File: src/rtl/periph_wait_ctrl_pkg.sv
// rtl/periph_wait_ctrl_pkg.sv - shared types for the peripheral wait/completion tracker
package periph_wait_ctrl_pkg;

    localparam int MEM_ADDR_W = 32;
    localparam int MEM_DATA_W = 32;
    localparam int GPR_ADDR_W = 5;

    typedef enum logic {
        CH_IDLE  = 1'b0,
        CH_ARMED = 1'b1
    } ch_state_e;

    typedef logic [GPR_ADDR_W-1:0] RegAddrBus;
    typedef logic [MEM_ADDR_W-1:0] MemAddrBus;
    typedef logic [MEM_DATA_W-1:0] MemBus;

endpackage

File: src/rtl/periph_wait_chan.sv
// rtl/periph_wait_chan.sv - one tracked channel: window decode, arm/retire FSM, timeout counter
module periph_wait_chan
    import periph_wait_ctrl_pkg::*;
#(
    parameter int                  ADDR_W     = 32,
    parameter int                  DATA_W     = 32,
    parameter int                  REG_ADDR_W = 5,
    parameter int                  TMO_W      = 16,
    parameter int                  BUSY_BIT   = 0,
    parameter logic [ADDR_W-1:0]   CH_BASE    = 32'h7004_0000,
    parameter logic [ADDR_W-1:0]   CH_STRIDE  = 32'h100,
    parameter logic [ADDR_W-1:0]   STATUS_OFS = '0,
    parameter logic [TMO_W-1:0]    TMO_MAX    = 16'hFFFF
) (
    input  logic                  clk,
    input  logic                  rst,
    input  logic                  start_i,
    input  logic                  mem_req_i,
    input  logic                  mem_we_i,
    input  logic [ADDR_W-1:0]     mem_addr_i,
    input  logic [DATA_W-1:0]     mem_rdata_i,
    input  logic [REG_ADDR_W-1:0] reg_waddr_i,
    input  logic                  tmo_grant_i,
    output logic                  pending_o,
    output logic                  done_o,
    output logic                  tmo_req_o,
    output logic [REG_ADDR_W-1:0] waddr_o
);

    ch_state_e             state_q, state_d;
    logic [TMO_W-1:0]      cnt_q, cnt_d;
    logic [REG_ADDR_W-1:0] waddr_q, waddr_d;
    logic [ADDR_W-1:0]     ofs;
    logic                  in_win, store_hit, stat_load, armed;
    logic                  unused_rdata;

    assign ofs          = mem_addr_i - CH_BASE;
    assign in_win       = mem_req_i && (mem_addr_i >= CH_BASE) && (ofs < CH_STRIDE);
    assign store_hit    = in_win && mem_we_i;
    assign stat_load    = in_win && !mem_we_i && (ofs == STATUS_OFS);
    assign armed        = (state_q == CH_ARMED);
    assign unused_rdata = ^mem_rdata_i;

    // Completion outranks a timeout that matures in the same cycle; a re-store outranks both.
    assign done_o    = armed && start_i && !store_hit && stat_load && !mem_rdata_i[BUSY_BIT];
    assign tmo_req_o = armed && start_i && !store_hit && !done_o && (cnt_q == TMO_MAX);
    assign pending_o = armed;
    assign waddr_o   = waddr_q;

    always_comb begin
        state_d = state_q;
        cnt_d   = cnt_q;
        waddr_d = waddr_q;
        case (state_q)
            CH_IDLE: begin
                if (start_i && store_hit) begin
                    state_d = CH_ARMED;
                    waddr_d = reg_waddr_i;
                    cnt_d   = '0;
                end
            end
            CH_ARMED: begin
                if (!start_i) begin
                    state_d = CH_IDLE;
                end else if (store_hit) begin
                    waddr_d = reg_waddr_i;
                    cnt_d   = '0;
                end else if (done_o) begin
                    state_d = CH_IDLE;
                end else if (tmo_req_o) begin
                    // Counter holds at TMO_MAX until the top reports this channel.
                    if (tmo_grant_i) state_d = CH_IDLE;
                end else begin
                    cnt_d = cnt_q + TMO_W'(1);
                end
            end
            default: state_d = CH_IDLE;
        endcase
    end

    always_ff @(posedge clk or negedge rst) begin
        if (!rst) begin
            state_q <= CH_IDLE;
            cnt_q   <= '0;
            waddr_q <= '0;
        end else begin
            state_q <= state_d;
            cnt_q   <= cnt_d;
            waddr_q <= waddr_d;
        end
    end

endmodule

File: src/rtl/periph_wait_ctrl.sv
// rtl/periph_wait_ctrl.sv - multi-channel peripheral stall/completion tracker beside ex
module periph_wait_ctrl
    import periph_wait_ctrl_pkg::*;
#(
    parameter int                NUM_CH     = 4,
    parameter int                ADDR_W     = 32,
    parameter int                DATA_W     = 32,
    parameter int                REG_ADDR_W = 5,
    parameter logic [ADDR_W-1:0] BASE_ADDR  = 32'h7004_0000,
    parameter logic [ADDR_W-1:0] CH_STRIDE  = 32'h100,
    parameter logic [ADDR_W-1:0] STATUS_OFS = '0,
    parameter int                BUSY_BIT   = 0,
    parameter int                TMO_W      = 16,
    parameter logic [TMO_W-1:0]  TMO_MAX    = 16'hFFFF
) (
    input  logic                  clk,
    input  logic                  rst,
    input  logic                  start_i,
    input  logic                  mem_req_i,
    input  logic                  mem_we_i,
    input  logic [ADDR_W-1:0]     mem_addr_i,
    input  logic [DATA_W-1:0]     mem_rdata_i,
    input  logic [REG_ADDR_W-1:0] reg_waddr_i,
    output logic                  busy_o,
    output logic                  ready_o,
    output logic [REG_ADDR_W-1:0] ready_reg_waddr_o,
    output logic [2:0]            ready_ch_o,
    output logic                  timeout_o,
    output logic [2:0]            timeout_ch_o,
    output logic [NUM_CH-1:0]     pending_o
);

    logic [NUM_CH-1:0]     done, tmo_req, tmo_grant;
    logic [REG_ADDR_W-1:0] ch_waddr [NUM_CH];
    logic [2:0]            done_idx, tmo_idx;
    logic [REG_ADDR_W-1:0] done_waddr;

    logic                  ready_q, ready_d, timeout_q, timeout_d;
    logic [2:0]            ready_ch_q, ready_ch_d, timeout_ch_q, timeout_ch_d;
    logic [REG_ADDR_W-1:0] ready_waddr_q, ready_waddr_d;

    for (genvar i = 0; i < NUM_CH; i++) begin : g_ch
        periph_wait_chan #(
            .ADDR_W     (ADDR_W),
            .DATA_W     (DATA_W),
            .REG_ADDR_W (REG_ADDR_W),
            .TMO_W      (TMO_W),
            .BUSY_BIT   (BUSY_BIT),
            .CH_BASE    (BASE_ADDR + ADDR_W'(i) * CH_STRIDE),
            .CH_STRIDE  (CH_STRIDE),
            .STATUS_OFS (STATUS_OFS),
            .TMO_MAX    (TMO_MAX)
        ) u_chan (
            .clk         (clk),
            .rst         (rst),
            .start_i     (start_i),
            .mem_req_i   (mem_req_i),
            .mem_we_i    (mem_we_i),
            .mem_addr_i  (mem_addr_i),
            .mem_rdata_i (mem_rdata_i),
            .reg_waddr_i (reg_waddr_i),
            .tmo_grant_i (tmo_grant[i]),
            .pending_o   (pending_o[i]),
            .done_o      (done[i]),
            .tmo_req_o   (tmo_req[i]),
            .waddr_o     (ch_waddr[i])
        );
    end

    // Isolate the lowest pending timeout; the others wait at TMO_MAX for later cycles.
    assign tmo_grant = tmo_req & (~tmo_req + NUM_CH'(1));

    always_comb begin
        done_idx   = '0;
        done_waddr = '0;
        tmo_idx    = '0;
        for (int i = NUM_CH - 1; i >= 0; i--) begin
            if (done[i]) begin
                done_idx   = 3'(i);
                done_waddr = ch_waddr[i];
            end
            if (tmo_req[i]) tmo_idx = 3'(i);
        end
    end

    always_comb begin
        ready_d       = |done;
        ready_ch_d    = ready_ch_q;
        ready_waddr_d = ready_waddr_q;
        timeout_d     = |tmo_req;
        timeout_ch_d  = timeout_ch_q;
        if (|done) begin
            ready_ch_d    = done_idx;
            ready_waddr_d = done_waddr;
        end
        if (|tmo_req) timeout_ch_d = tmo_idx;
    end

    always_ff @(posedge clk or negedge rst) begin
        if (!rst) begin
            ready_q       <= 1'b0;
            ready_ch_q    <= '0;
            ready_waddr_q <= '0;
            timeout_q     <= 1'b0;
            timeout_ch_q  <= '0;
        end else begin
            ready_q       <= ready_d;
            ready_ch_q    <= ready_ch_d;
            ready_waddr_q <= ready_waddr_d;
            timeout_q     <= timeout_d;
            timeout_ch_q  <= timeout_ch_d;
        end
    end

    assign busy_o            = start_i && (|pending_o) && !(|done);
    assign ready_o           = ready_q;
    assign ready_ch_o        = ready_ch_q;
    assign ready_reg_waddr_o = ready_waddr_q;
    assign timeout_o         = timeout_q;
    assign timeout_ch_o      = timeout_ch_q;

endmodule
File: config.mk
export PLATFORM = sky130hd
export DESIGN_NAME = periph_wait_ctrl
export DESIGN_NICKNAME = d
export VERILOG_FILES = /design/src/rtl/periph_wait_ctrl_pkg.sv /design/src/rtl/periph_wait_chan.sv /design/src/rtl/periph_wait_ctrl.sv
export SDC_FILE = /design/constraint.sdc
export NUM_CORES = 1
export LEC_CHECK = 0
export BUFFER_PORTS_ARGS = -buffer_cell sky130_fd_sc_hd__buf_4
export CORE_MARGIN = 1.5
export CORE_UTILIZATION = 53
export DETAILED_ROUTE_END_ITERATION = 6
export GPL_TIMING_DRIVEN = 1
export PLACE_DENSITY_LB_ADDON = 0.3
export SYNTH_ARGS = -nofsm -noshare
export SYNTH_HDL_FRONTEND = slang
export SYNTH_SLANG_ARGS = --single-unit
File: constraint.sdc
create_clock -name clk -period 2.8 [get_ports clk]
set_input_delay 0.14 -clock clk [delete_from_list [all_inputs] [get_ports clk]]
set_output_delay 0.14 -clock clk [all_outputs]
set_load 0.01 [all_outputs]
==> results.toml <==
[finish]
fill_cells = 759
multi_input_area_mm2 = 0.00508
nNetsFinal = 1175
final_cell_mix = "buf_4 (257), dfrtp_1 (99), nand2_1 (70), o21ai_0 (50), nand3_1 (48)"
synthToLayoutAreaGrowth_pct = 51.8
num_antenna_cells = 0
final_common_cell = "buf_4"
drive_above_1_share = 0.437
design_area_mm2 = 0.0106
regArea_mm2 = 0.00248

[floorplanning]
rows = 41
start_util = 0.547
die_area_mm2 = 0.0138
die_h_um = 118
coreArea_mm2 = 0.0127
num_io_pins = 92
die_width_um = 118

[synthesis]
ys_ff_latch = 99
synthDistinctLibCells = 83
synth-edff-count = 0
yosys_most_used_dff = "dfrtp_1"
netlist_instances = 837
synth_area_mm2 = 0.00696
async_flop_share = 1.00
seq_area_frac_synth = 0.356
avgSynthCellArea_um2 = 8.31
yosys_warnings = 0

[critical_path]
reg2reg_slack_ns = -0.29
cp.arrival_ns = 3.36
r2r-start = "g_ch[2].u_chan.cnt_q[1]"
endpoint = "g_ch[2].u_chan.cnt_q[9]"
cp-start-kind = "input pin"
r2r_end = "g_ch[2].u_chan.cnt_q[11]"
rr_worst_depth = 11
path_class = "input pin to flop"
cp.required_ns = 3.05
crit_path_max_fanout = 8
worst_setup_path_end_kind = "flop"
critPathLaunch = "mem_addr_i[9]"

[clocking]
clock_path_buffers = 2
cts_buffers = 9
cts_root_buf = "clkbuf_16"
clock_latency_ns = 0.36
path_clk_slew_ns = 0.08
cts_tree = "yes"
clkSinkCount = 99
htree_levels = 3

[sta]
clock_skew_ns = 0.0145
rsz0062_at_grt = "yes"
finalWorstSetupSlack_ns = -0.307
tns_ns = -11.58
fmax_ghz = 0.322
worst_slew_pin_slew_ns = 0.803
slew_headroom = 0.465
period_share = 1.11
fin_crit_ns = 3.11
hold_viol = 0
maxSlewViolCount = 0
finalSetupViolations = 62

[power]
sw_frac_of_total = 0.269
p_switching_mw = 0.908
ir_drop_uv = 559
power_frac_clock = 0.417
seqPwrFrac = 0.424
total_power_mw = 3.37
leakage_nw = 4.72
cellPowerDensity_mw_per_mm2 = 319
p_int_mw = 2.46
comb_power_share = 0.159

[global_route]
overflow = 0
grt_pass1_wl_um = 41400
antenna_found_initial = 0
first_global_vias = 8014
grt_max_degree = 62
grt_use_total = 0.372

[placed_design]
dpl_cell_area_mm2 = 0.00897
io_buffers = 58
dp_hpwl_um = 18100
globalplace.congestion = 1.01

[run_status]
status = "finished, violations left"
violations = "setup timing"

[drt]
drt_iter0_markers = 1040
drt_wl_total_um = 28200
routed_via_density = 6.76
first_pass_iters = 6
ant_nets = 0
route.vias.total = 8592
wl_per_cell_um = 22.2
drcViolationCount = 0

[flow_run]
cap_viol_max_count = 0

[worst_hold_path]
hold_path_class = "input pin to flop"
## how the worst min path moves through the flow
stage	from	end	slack (ns)	cells past startpoint
after floorplan	rst	g_ch[0].u_chan.cnt_q[0]	-0.16	0
after global placement	rst	g_ch[2].u_chan.cnt_q[8]	0.24	1
after detailed placement	rst	g_ch[2].u_chan.cnt_q[8]	0.25	1
after CTS	reg_waddr_i[0]	g_ch[2].u_chan.waddr_o[0]	0.04	2
after global routing	reg_waddr_i[0]	g_ch[2].u_chan.waddr_o[0]	0.05	2
final	reg_waddr_i[0]	g_ch[2].u_chan.waddr_o[0]	0.05	2
## state kept, by name (all words and copies together) (netlist names)
register,cells
g_ch.u_chan.cnt_q,64
g_ch.u_chan.waddr_o,20
ready_reg_waddr_o,5
g_ch.u_chan.pending_o,4
ready_ch_o,2
timeout_ch_o,2
ready_o,1
timeout_o,1
## critical path, cell delays in order
cell and delay (ns):
buf_8 0.11, clkinv_8 0.04, ha_4 0.12, or4b_4 0.48, o41a_1 0.44, o311a_1 0.37
or4_4 0.55, nor4_4 0.16, buf_6 0.18, a41oi_4 0.13, buf_6 0.17, buf_6 0.14
nor2b_4 0.12, o21ai_1 0.14, nand2_1 0.07
## power by group through the flow
stage / combinational [mW] / clock (mW) / sequential (mW)
after floorplan: 0.179 / 0 / 1.46
after global placement: 0.441 / 0 / 1.46
after detailed placement: 0.449 / 0 / 1.46
after CTS: 0.470 / 1.40 / 1.43
after global routing: 0.561 / 1.46 / 1.43
final: 0.535 / 1.41 / 1.43
## what timing repair did
action / CTS / global route
endpoints found under the setup margin: 64 / 82
setup buffers: 21 / 19
gates cloned: 3 / 2
pin swaps: 30 / 48
hold buffers: 1 / 0
gates resized for setup: 75 / 133
endpoints found under the hold margin: 58 / 0
## layout make-up
cell class                 instances  share of cell area
clock buffer                      10              0.0217
clock inverter                     6             0.00912
timing repair buffer             289               0.221
inverter                          29              0.0120
multi-input combinational        666               0.481
tap                              172              0.0204
sequential                        99               0.234
## cell families after synthesis
family                   synth area share
AO/OA/AOI/OAI                       0.213
buffers and inverters              0.0485
flip-flops                          0.356
multiplexers                       0.0469
other                            0.000539
XOR/XNOR                           0.0101
AND/OR/NAND/NOR                     0.312
adder cells (fa/ha/maj)            0.0126
## per-layer routing
metal / vias up / share of wire / track usage / wire, µm
li1: 3697 / - / - / -
met1: 4146 / 0.39 / 0.493 / 11000
met2: 601 / 0.47 / 0.607 / 13400
met3: 148 / 0.090 / 0.0751 / 2550
met4: 0 / 0.046 / 0.130 / 1310
met5: - / 0 / 0 / 0
## synth_stat cells (10+ instances only)
library cell,number,area [µm²]
a21oi_1,44,220
and2_1,11,68.8
and3_1,31,194
clkbuf_1,32,120
dfrtp_1,99,2480
inv_1,29,109
mux2_2,21,236
nand2_1,74,278
nand3_1,54,270
nand4_1,27,169
nor2_1,50,188
nor3_1,21,105
nor4_1,24,150
o21ai_0,74,370
o21ai_1,10,50.1
o31ai_1,13,97.6
or3_1,31,194
## through the flow
stage | utilization | setup slack (ns) | instances | hold slack (ns)
global placement | 0.705 | -0.627 | 1210 | 0.238
finish | 0.830 | -0.307 | 1271 | 0.0481
CTS | 0.772 | -0.176 | 1251 | 0.0449
global route | 0.830 | -0.413 | 1271 | 0.0521
detailed placement | 0.705 | -0.743 | 1210 | 0.249
floorplan | - | -0.482 | 838 | -0.156
No activity file was read; power rests on OpenSTA's default activity.
